`config.mk`:
```
export PLATFORM = sky130hd
export DESIGN_NAME = lcd_write_arbiter
export DESIGN_NICKNAME = d
export VERILOG_FILES = /design/src/rtl/lcd_write_arbiter.sv
export SDC_FILE = /design/constraint.sdc
export NUM_CORES = 1
export LEC_CHECK = 0
export BUFFER_PORTS_ARGS = -buffer_cell sky130_fd_sc_hd__buf_2
export CORE_MARGIN = 3
export CORE_UTILIZATION = 60
export DETAILED_ROUTE_END_ITERATION = 8
export MAX_ROUTING_LAYER = met4
export PLACE_DENSITY = 0.82
export SKIP_LAST_GASP = 1
export SYNTH_ARGS = -nofsm -noshare
export SYNTH_HDL_FRONTEND = slang
export SYNTH_SLANG_ARGS = --single-unit
```
`constraint.sdc`:
```
create_clock -name clk -period 4.91 [get_ports clk]
set_input_delay 0 -clock clk [delete_from_list [all_inputs] [get_ports clk]]
set_output_delay 0 -clock clk [all_outputs]
set_load 0.02 [all_outputs]
```
`src/rtl/lcd_write_arbiter.sv`:
```
// Two-requester byte arbiter driving an HD44780-style LCD over a 4-bit bus.
// Runs the power-on init sequence itself, then serves requesters round-robin.
module lcd_write_arbiter #(
   parameter int unsigned PWR_CYC   = 750000,
   parameter int unsigned SETUP_CYC = 4,
   parameter int unsigned PULSE_CYC = 12,
   parameter int unsigned HOLD_CYC  = 4,
   parameter int unsigned SHORT_CYC = 2000,
   parameter int unsigned LONG_CYC  = 82000
) (
   input  logic       clk,
   input  logic       reset,
   input  logic       req0_valid,
   input  logic       req0_rs,
   input  logic [7:0] req0_data,
   input  logic       req1_valid,
   input  logic       req1_rs,
   input  logic [7:0] req1_data,
   output logic       req0_ready,
   output logic       req1_ready,
   output logic       lcd_rs,
   output logic       lcd_w,
   output logic       lcd_e,
   output logic [3:0] data,
   output logic       busy,
   output logic       init_done
);

   localparam int unsigned MAX_A   = (PWR_CYC > LONG_CYC) ? PWR_CYC : LONG_CYC;
   localparam int unsigned MAX_B   = (MAX_A > SHORT_CYC) ? MAX_A : SHORT_CYC;
   localparam int unsigned MAX_C   = (MAX_B > PULSE_CYC) ? MAX_B : PULSE_CYC;
   localparam int unsigned MAX_D   = (MAX_C > SETUP_CYC) ? MAX_C : SETUP_CYC;
   localparam int unsigned MAX_CYC = (MAX_D > HOLD_CYC) ? MAX_D : HOLD_CYC;
   localparam int unsigned CNT_W   = (MAX_CYC < 2) ? 1 : $clog2(MAX_CYC);
   localparam int unsigned IDX_W   = 3;
   localparam logic [IDX_W-1:0] INIT_LAST = IDX_W'(6);

   typedef enum logic [2:0] {
      PWR,
      INIT,
      IDLE,
      NIB_SETUP,
      NIB_PULSE,
      NIB_HOLD,
      GAP
   } state_e;

   // Terminal count for a phase of n clocks (a zero-length phase still takes one clock).
   function automatic logic [CNT_W-1:0] last_of(input int unsigned n);
      return (n == 0) ? '0 : CNT_W'(n - 1);
   endfunction

   localparam logic [CNT_W-1:0] PWR_LAST   = last_of(PWR_CYC);
   localparam logic [CNT_W-1:0] SETUP_LAST = last_of(SETUP_CYC);
   localparam logic [CNT_W-1:0] PULSE_LAST = last_of(PULSE_CYC);
   localparam logic [CNT_W-1:0] HOLD_LAST  = last_of(HOLD_CYC);
   localparam logic [CNT_W-1:0] SHORT_LAST = last_of(SHORT_CYC);
   localparam logic [CNT_W-1:0] LONG_LAST  = last_of(LONG_CYC);

   // Init script item: {single-nibble flag, byte}; single nibbles ride in the high half.
   function automatic logic [8:0] init_item(input logic [IDX_W-1:0] idx);
      case (idx)
         3'd0:    return {1'b1, 8'h30};
         3'd1:    return {1'b1, 8'h30};
         3'd2:    return {1'b1, 8'h20};
         3'd3:    return {1'b0, 8'h28};
         3'd4:    return {1'b0, 8'h06};
         3'd5:    return {1'b0, 8'h0C};
         default: return {1'b0, 8'h01};
      endcase
   endfunction

   state_e           state_q, state_d;
   logic [CNT_W-1:0] cnt_q, cnt_d;
   logic [IDX_W-1:0] init_idx_q, init_idx_d;
   logic [7:0]       byte_q, byte_d;
   logic             rs_q, rs_d;
   logic             lo_q, lo_d;
   logic             single_q, single_d;
   logic             long_q, long_d;
   logic             prio1_q, prio1_d;
   logic             init_done_q, init_done_d;
   logic             lcd_e_q, lcd_e_d;
   logic             lcd_rs_q, lcd_rs_d;
   logic [3:0]       data_q, data_d;
   logic             busy_q, busy_d;
   logic             gnt0_c, gnt1_c;
   logic [8:0]       item_c;

   // Round-robin grant; prio1_q set means requester 1 wins a tie.
   always_comb begin
      gnt0_c = 1'b0;
      gnt1_c = 1'b0;
      if (state_q == IDLE && init_done_q) begin
         gnt0_c = req0_valid && (!req1_valid || !prio1_q);
         gnt1_c = req1_valid && (!req0_valid || prio1_q);
      end
   end

   assign item_c = init_item(init_idx_q);

   always_comb begin
      state_d     = state_q;
      cnt_d       = cnt_q + CNT_W'(1);
      init_idx_d  = init_idx_q;
      byte_d      = byte_q;
      rs_d        = rs_q;
      lo_d        = lo_q;
      single_d    = single_q;
      prio1_d     = prio1_q;
      init_done_d = init_done_q;
      lcd_rs_d    = lcd_rs_q;
      data_d      = data_q;

      case (state_q)
         PWR: begin
            if (cnt_q >= PWR_LAST) begin
               state_d = INIT;
               cnt_d   = '0;
            end
         end
         INIT: begin
            single_d = item_c[8];
            byte_d   = item_c[7:0];
            rs_d     = 1'b0;
            lo_d     = 1'b0;
            state_d  = NIB_SETUP;
            cnt_d    = '0;
         end
         IDLE: begin
            cnt_d = '0;
            if (gnt0_c || gnt1_c) begin
               rs_d     = gnt0_c ? req0_rs : req1_rs;
               byte_d   = gnt0_c ? req0_data : req1_data;
               prio1_d  = gnt0_c;
               single_d = 1'b0;
               lo_d     = 1'b0;
               state_d  = NIB_SETUP;
            end
         end
         NIB_SETUP: begin
            if (cnt_q >= SETUP_LAST) begin
               state_d = NIB_PULSE;
               cnt_d   = '0;
            end
         end
         NIB_PULSE: begin
            if (cnt_q >= PULSE_LAST) begin
               state_d = NIB_HOLD;
               cnt_d   = '0;
            end
         end
         NIB_HOLD: begin
            if (cnt_q >= HOLD_LAST) begin
               cnt_d = '0;
               if (lo_q || single_q) begin
                  state_d = GAP;
               end else begin
                  lo_d    = 1'b1;
                  state_d = NIB_SETUP;
               end
            end
         end
         GAP: begin
            if (cnt_q >= (long_q ? LONG_LAST : SHORT_LAST)) begin
               cnt_d = '0;
               if (init_done_q) begin
                  state_d = IDLE;
               end else if (init_idx_q == INIT_LAST) begin
                  init_done_d = 1'b1;
                  state_d     = IDLE;
               end else begin
                  init_idx_d = init_idx_q + IDX_W'(1);
                  state_d    = INIT;
               end
            end
         end
         default: begin
            state_d = PWR;
            cnt_d   = '0;
         end
      endcase

      // Clear-display and return-home need the long settle time.
      long_d  = single_d || (!rs_d && (byte_d == 8'h01 || byte_d == 8'h02));
      lcd_e_d = (state_d == NIB_PULSE);
      busy_d  = (state_d != IDLE);
      if (state_d == NIB_SETUP) begin
         lcd_rs_d = rs_d;
         data_d   = lo_d ? byte_d[3:0] : byte_d[7:4];
      end
   end

   always_ff @(posedge clk) begin
      if (reset) begin
         state_q     <= PWR;
         cnt_q       <= '0;
         init_idx_q  <= '0;
         byte_q      <= '0;
         rs_q        <= 1'b0;
         lo_q        <= 1'b0;
         single_q    <= 1'b0;
         long_q      <= 1'b0;
         prio1_q     <= 1'b0;
         init_done_q <= 1'b0;
         lcd_e_q     <= 1'b0;
         lcd_rs_q    <= 1'b0;
         data_q      <= '0;
         busy_q      <= 1'b1;
      end else begin
         state_q     <= state_d;
         cnt_q       <= cnt_d;
         init_idx_q  <= init_idx_d;
         byte_q      <= byte_d;
         rs_q        <= rs_d;
         lo_q        <= lo_d;
         single_q    <= single_d;
         long_q      <= long_d;
         prio1_q     <= prio1_d;
         init_done_q <= init_done_d;
         lcd_e_q     <= lcd_e_d;
         lcd_rs_q    <= lcd_rs_d;
         data_q      <= data_d;
         busy_q      <= busy_d;
      end
   end

   assign req0_ready = gnt0_c;
   assign req1_ready = gnt1_c;
   assign lcd_w      = 1'b0;
   assign lcd_e      = lcd_e_q;
   assign lcd_rs     = lcd_rs_q;
   assign data       = data_q;
   assign busy       = busy_q;
   assign init_done  = init_done_q;

endmodule

```
==> results.py, run 1 <==
metrics = {
    "timing": {
        "clock.fmax_mhz": 350,
        "fin_crit_ns": 2.85,
        "fin_worst_skew_ns": 0.0115,
        "worst_pin_slew_ns": 0.668,
        "fin_crit_sh": 0.581,
        "worst_slack_ns": 2.06,
        "hold_viol_final": 0,
        "rsz0062_at_grt": "false",
        "slew_headroom": 0.554,
        "drv_slew": 0,
        "tns_ns": 0,
        "setup_violations": 0,
    },
    "cells_and_area": {
        "finalNonFillerCells": 374,
        "diodes": 0,
        "syn2layout_area_growth_pct": 10.5,
        "num-nets-final": 356,
        "seqCellArea_um2": 941,
        "drive_gt1_frac": 0.191,
        "design_area_um2": 2910,
        "num-fill-cells": 329,
        "finish.utilization": 0.706,
        "multiInputGateArea_um2": 1600,
    },
    "critical_path": {
        "crit_required_ns": 5.10,
        "critPathCaptureType": "register",
        "path_class": "register to register",
        "critPathLaunchType": "register",
        "critPathArrivalTime_ns": 3.04,
        "critPathMaxFanout": 8,
    },
    "placement": {
        "dp_slack_ns": 2.09,
        "dp_hpwl_um": 4190,
        "port_buffers": 31,
        "numPlacedInstances": 365,
        "dpl_cell_area_um2": 2780,
        "place_congestion": 0.829,
    },
    "drt": {
        "routed_wl_um": 5670,
        "dr.pass1.iters": 4,
        "drt_iter0_markers": 165,
        "postRouteAntennaNets": 0,
        "vias": 2254,
        "vias_per_cell": 6.03,
        "drc_errors": 0,
        "routedWlPerCell_um": 15.2,
    },
    "cts": {
        "clk_latency_ns": 0.30,
        "cts_buffers": 5,
        "clkTransAtPathRegs_ns": 0.09,
        "htreeDepth": 2,
        "cts_sinks": 47,
        "cts_tree": "built",
        "cts_buffer_depth": 2,
        "cts_resized": 0,
        "cts_root_buf": "clkbuf_8",
    },
    "synth": {
        "syn_nets": 331,
        "netlist_instances": 298,
        "ys_async_sr_fraction": 0,
        "synth.area.top_cells": "dfxtp_1 (36%), nor2_1 (6.9%), ha_1 (5.2%)",
        "synth.ff_latch_count": 47,
        "ys.flop_type": "dfxtp_1",
        "synth_edf_count": 0,
        "synth_top_area_cell": "dfxtp_1",
        "synth_seq_area_share": 0.358,
        "syn_avg_cell_area_um2": 8.83,
        "ys_warn_count": 0,
        "synth.distinct_cells": 66,
        "synthesis.area_um2": 2630,
        "netlist.area_leader.share": 0.358,
    },
    "worst_hold_path": {
        "hp-class": "primary input to register",
    },
    "pwr": {
        "worst_ir_drop_vdd_mv": 0.216,
        "p_per_area_nw_per_um2": 243,
        "p_leak_nw": 1.19,
    },
    "global_route": {
        "grt_pass1_wl_um": 9740,
        "overflow": 0,
        "antenna_found_initial": 0,
        "grt_pass1_vias": 2078,
        "grt_max_degree": 30,
        "grt_usage": 0.241,
    },
    "floorplanning": {
        "die_area_um2": 5210,
        "ios": 33,
        "initial_core_util": 0.639,
        "design.core.area_um2": 4120,
        "die_w_um": 72.2,
        "rows": 23,
        "dieHeight_um": 72.2,
    },
    "status": {
        "status": "finished clean",
    },
    "flow_run": {
        "max_cap_violations": 0,
    },
}
-- cells in the final DEF (no fill, tap or decap), drive strengths merged, types with 7 or more instances in the layout --
master / Yosys / routed
nor2: 49 / 49
nand3: 14 / 14
xor2: 12 / 12
a21oi: 13 / 13
buf: 3 / 31
o21ai: 9 / 9
ha: 11 / 11
nand2: 13 / 13
xnor2: 8 / 8
and3: 10 / 10
nor3: 10 / 10
nand4: 7 / 7
dfxtp: 47 / 47
nand2b: 8 / 8
-- power by group --
part	switching, W	internal (W)	total (W)
Combinational	0.0000159	0.0000127	0.0000287
Sequential	0.00000274	0.000383	0.000386
Clock	0.000128	0.000165	0.000293
-- worst paths after layout --
| kind | start | to | slack (ns) | depth (start not counted) |
|---|---|---|---|---|
| setup reg to reg | long_q$_SDFF_PP0_ | lcd_rs$_SDFFE_PP0N_ | 2.06 | 8 |
| setup / recovery | long_q$_SDFF_PP0_ | lcd_rs$_SDFFE_PP0N_ | 2.06 | 8 |
| hold / removal | req1_data[6] | byte_q[6]$_SDFF_PP0_ | 0.01 | 3 |
| hold reg to reg | cnt_q[0]$_SDFF_PP0_ | cnt_q[0]$_SDFF_PP0_ | 0.47 | 1 |
-- logic make-up (layout without fill, tap and decap cells) --
kind of cell             Yosys count  count (layout)  share of synthesized area
buffers and inverters             20              46                     0.0347
XOR/XNOR                          20              20                     0.0666
flip-flops                        47              47                      0.358
other                              1               1                    0.00143
adder cells (fa/ha/maj)           11              11                     0.0523
AO/OA/AOI/OAI                     55              55                      0.156
AND/OR/NAND/NOR                  139             139                      0.310
multiplexers                       5               5                     0.0214
-- area by class of cell --
class / instances / share of cell area
timing repair buffer: 32 / 0.0568
clock inverter: 2 / 0.0121
multi-input combinational: 231 / 0.550
inverter: 6 / 0.00775
tap: 50 / 0.0215
clock buffer: 6 / 0.0284
sequential: 47 / 0.324
-- per-stage QoR --
step,hold WS (ns),power (W)
after floorplan,0.116,0.000412
after global placement,0.248,0.000422
after detailed placement,0.247,0.000423
after CTS,0.0123,0.000711
after global routing,0.0215,0.000734
final,0.0143,0.000707
-- metal layers --
metal	wire length [µm]	part of all wire	vias up	global-route usage
li1	-	-	1124	-
met1	2670	0.47	1047	0.329
met2	2520	0.44	74	0.364
met3	401	0.071	9	0.0471
met4	87	0.015	0	0.0647
met5	0	0	-	-
-- flip-flops by register name, indices dropped and copies added, names as in the netlist, 3 cells and up --
register    flops
cnt_q          20
init_idx_q      3
byte_q          8
state_q         3
data            4
-- critical path, cell delays in order, from the launching register on --
cell      delay (ns)
dfxtp_1         0.42
ha_1            0.28
a211o_1         0.30
o211a_1         0.23
o311ai_2        0.33
a31oi_2         0.24
nor4b_4         0.50
nor2_2          0.13
mux2_1          0.32
-- synthesized netlist by cell type (4+ instances only) --
cell,instances
dfxtp_1,47
mux2_2,4
ha_1,11
or4_1,4
nand3_1,12
o21ai_1,4
and3_1,9
a21oi_1,13
clkbuf_1,10
a221oi_1,4
nand4_1,7
nand2_1,13
inv_1,6
a31oi_1,4
nor2_1,48
nand2b_1,8
xnor2_1,8
o21ai_0,4
xor2_1,12
nor3_1,6
-- repair_timing --
action,4_1_cts,5_1_grt
setup endpoints to repair,0,0
endpoints found under the hold margin,1,0
setup buffers,0,0
hold buffers,1,0
No activity file was read; power rests on OpenSTA's default activity.
==> run 2: changes to the inputs <==
--- a/config.mk
+++ b/config.mk
@@ -5,12 +5,13 @@
 export SDC_FILE = /design/constraint.sdc
 export NUM_CORES = 1
 export LEC_CHECK = 0
+export ABC_AREA = 1
 export BUFFER_PORTS_ARGS = -buffer_cell sky130_fd_sc_hd__buf_2
 export CORE_MARGIN = 3
-export CORE_UTILIZATION = 60
+export CORE_UTILIZATION = 53
 export DETAILED_ROUTE_END_ITERATION = 8
 export MAX_ROUTING_LAYER = met4
-export PLACE_DENSITY = 0.82
+export PLACE_DENSITY = 0.76
 export SKIP_LAST_GASP = 1
 export SYNTH_ARGS = -nofsm -noshare
 export SYNTH_HDL_FRONTEND = slang
==> constraint.sdc (replaced) <==
create_clock -name clk -period 2.6 [get_ports clk]
set_input_delay 0 -clock clk [delete_from_list [all_inputs] [get_ports clk]]
set_output_delay 0 -clock clk [all_outputs]
set_load 0.02 [all_outputs]
==> results.py, run 2 <==
metrics = {
    "status": {
        "status": "finished clean",
    },
    "global_route": {
        "grt_most_used_layer": "met2",
        "grt_pass1_wl_um": 11300,
        "use_met2": 0.317,
        "grt_usage": 0.220,
        "grt_pass1_vias": 2521,
        "met1_usage": 0.309,
        "overflow": 0,
        "gr-usage-met3": 0.0456,
        "grt_max_degree": 19,
        "antenna_found_initial": 0,
    },
    "pwr": {
        "p_int_w": 0.00113,
        "seqPwrFrac": 0.507,
        "p_switching_w": 0.000301,
        "worst_ir_drop_vdd_mv": 0.322,
        "p_leak_nw": 1.66,
        "p_comb_frac": 0.045,
        "p_sw_frac": 0.210,
        "p_per_area_nw_per_um2": 424,
        "clkPwrFrac": 0.448,
    },
    "placement": {
        "port_buffers": 31,
        "numPlacedInstances": 550,
        "dp_hpwl_um": 5140,
        "place_congestion": 0.929,
    },
    "synth": {
        "netlist_instances": 457,
        "netlist.area_leader.share": 0.305,
        "synthTopCellsByCount": "nand2_1 (108), nor2_1 (66), inv_1 (57)",
        "synth.ff_latch_count": 47,
        "ys.flop_type": "dfxtp_1",
        "ys_async_sr_fraction": 0,
        "ys_warn_count": 0,
        "synth.distinct_cells": 36,
        "yosysMostFrequentCell": "nand2_1",
        "synth_top_area_cell": "dfxtp_1",
        "synth.area.top_cells": "dfxtp_1 (31%), nand2_1 (13%), nor2_1 (8.0%)",
        "synth_edf_count": 0,
        "syn_nets": 490,
        "synth_seq_area_share": 0.305,
        "synthesis.area_um2": 3080,
        "syn_avg_cell_area_um2": 6.74,
    },
    "cells_and_area": {
        "multiInputGateArea_um2": 1820,
        "final_common_cell": "nand2_1",
        "layout_common_cells": "nand2_1 (108), nor2_1 (66), inv_1 (57)",
        "syn2layout_area_growth_pct": 9.55,
        "num-fill-cells": 549,
        "drive_gt1_frac": 0.169,
        "largest_register_ffs": 20,
        "finalNonFillerCells": 558,
        "num-nets-final": 518,
        "regMostFlops": "cnt_q",
        "diodes": 0,
        "seqCellArea_um2": 941,
    },
    "critical_path": {
        "critPathMaxFanout": 12,
        "crit_required_ns": 2.85,
        "critPathLaunchType": "register",
        "critPathArrivalTime_ns": 2.36,
        "path_class": "register to register",
        "critPathCaptureType": "register",
    },
    "floorplanning": {
        "dieHeight_um": 82.2,
        "design.core.area_um2": 5570,
        "initial_core_util": 0.553,
        "die_w_um": 82.2,
        "die_area_um2": 6760,
        "rows": 27,
        "ios": 33,
    },
    "cts": {
        "cts_root_buf": "clkbuf_8",
        "cts_sinks": 47,
        "clk_latency_ns": 0.31,
        "clkTransAtPathRegs_ns": 0.09,
        "cts_tree": "built",
        "post_cts_buffers": 0,
        "cts_buffer_depth": 2,
        "cts_buffers": 5,
        "cts_hold_buffers": 0,
        "htreeDepth": 2,
        "cts_resized": 0,
    },
    "timing": {
        "setup_violations": 0,
        "fin_crit_ns": 2.11,
        "slew_headroom": 0.663,
        "fin_crit_sh": 0.811,
        "hold_viol_final": 0,
        "fin_worst_skew_ns": 0.00771,
        "tns_ns": 0,
        "rsz0062_at_grt": "false",
        "drv_slew": 0,
        "clock.fmax_mhz": 474,
        "worst_pin_slew_ns": 0.506,
    },
    "drt": {
        "vias_per_cell": 5.20,
        "vias": 2900,
        "drt_iter0_markers": 176,
        "routedWlPerCell_um": 12.1,
        "postRouteAntennaNets": 0,
        "drc_errors": 0,
        "routed_wl_um": 6770,
        "dr.pass1.iters": 4,
    },
    "worst_hold_path": {
        "hp-class": "primary input to register",
    },
    "flow_run": {
        "max_cap_violations": 0,
    },
}
run 2: changes by cell type in the layout (fill, tap and decap cells not counted), moves of 7 or more:
cell	before	now
a21oi_1	13	22
and3_1	9	0
inv_1	6	57
nand2_1	13	108
nand2b_1	8	0
nand3_1	12	41
nand3_2	2	10
nor2_1	48	66
nor2_4	0	7
run 2: metrics by stage:
stage	hold WS [ns]	worst slack (ns)	power [W]	cell area, µm²	utilization
6_report	0.0305	0.492	0.00143	3370	0.605
5_1_grt	0.0381	0.260	0.00149	3370	0.605
4_1_cts	0.0258	0.488	0.00145	3370	0.605
3_5_place_dp	0.348	0.526	0.000809	3240	0.581
3_3_place_gp	0.346	0.607	0.000806	3240	0.581
2_1_floorplan	0.170	0.842	0.000786	3080	-
run 2: logic make-up (layout without fill, tap and decap cells):
family,count (synthesis),count (layout),synth area share
AO/OA/AOI/OAI,39,39,0.0682
other,1,1,0.00122
XOR/XNOR,8,8,0.0227
adder cells (fa/ha/maj),11,11,0.0447
buffers and inverters,72,101,0.104
AND/OR/NAND/NOR,279,279,0.454
flip-flops,47,47,0.305
run 2: worst paths after layout:
| kind | from | slack [ns] | end | depth (start not counted) |
|---|---|---|---|---|
| max | cnt_q[10]$_SDFF_PP0_ | 0.49 | lcd_rs$_SDFFE_PP0N_ | 14 |
| max reg2reg | cnt_q[10]$_SDFF_PP0_ | 0.49 | lcd_rs$_SDFFE_PP0N_ | 14 |
| min reg2reg | cnt_q[0]$_SDFF_PP0_ | 0.46 | cnt_q[0]$_SDFF_PP0_ | 1 |
| min | reset | 0.03 | rs_q$_SDFF_PP0_ | 2 |
run 2: worst max-delay path: stages, from the launching register on:
cell and delay [ns]:
dfxtp_1 0.51, ha_1 0.30, inv_1 0.06, nor2_1 0.03, nand2_1 0.07, nor2_1 0.03
nand2_1 0.05, nand2_1 0.04, nand2_1 0.07, nand2_1 0.08, nand3_2 0.12, nand4_2 0.32
nand3_1 0.20, nand2_1 0.07, nor2_1 0.09
run 2: per-layer routing:
| layer | share of wire | up-vias |
|---|---|---|
| met5 | 0 | - |
| met3 | 0.064 | 10 |
| met1 | 0.47 | 1297 |
| met4 | 0.013 | 0 |
| met2 | 0.45 | 77 |
| li1 | - | 1516 |
run 2: power by group through the flow:
stage,clock network (W),logic [W],registers (W)
after floorplan,0,0.0000432,0.000743
after global placement,0,0.0000627,0.000743
after detailed placement,0,0.0000650,0.000744
after CTS,0.000655,0.0000659,0.000727
after global routing,0.000684,0.0000739,0.000728
final,0.000641,0.0000648,0.000726
run 2: cell type report:
| type | instances | share of cell area |
|---|---|---|
| Clock buffer | 5 | 0.0204 |
| Timing Repair Buffer | 31 | 0.0460 |
| Multi-Input combinational cell | 338 | 0.539 |
| Sequential cell | 47 | 0.279 |
| Clock inverter | 3 | 0.0200 |
| Tap cell | 72 | 0.0267 |
| Inverter | 62 | 0.0690 |
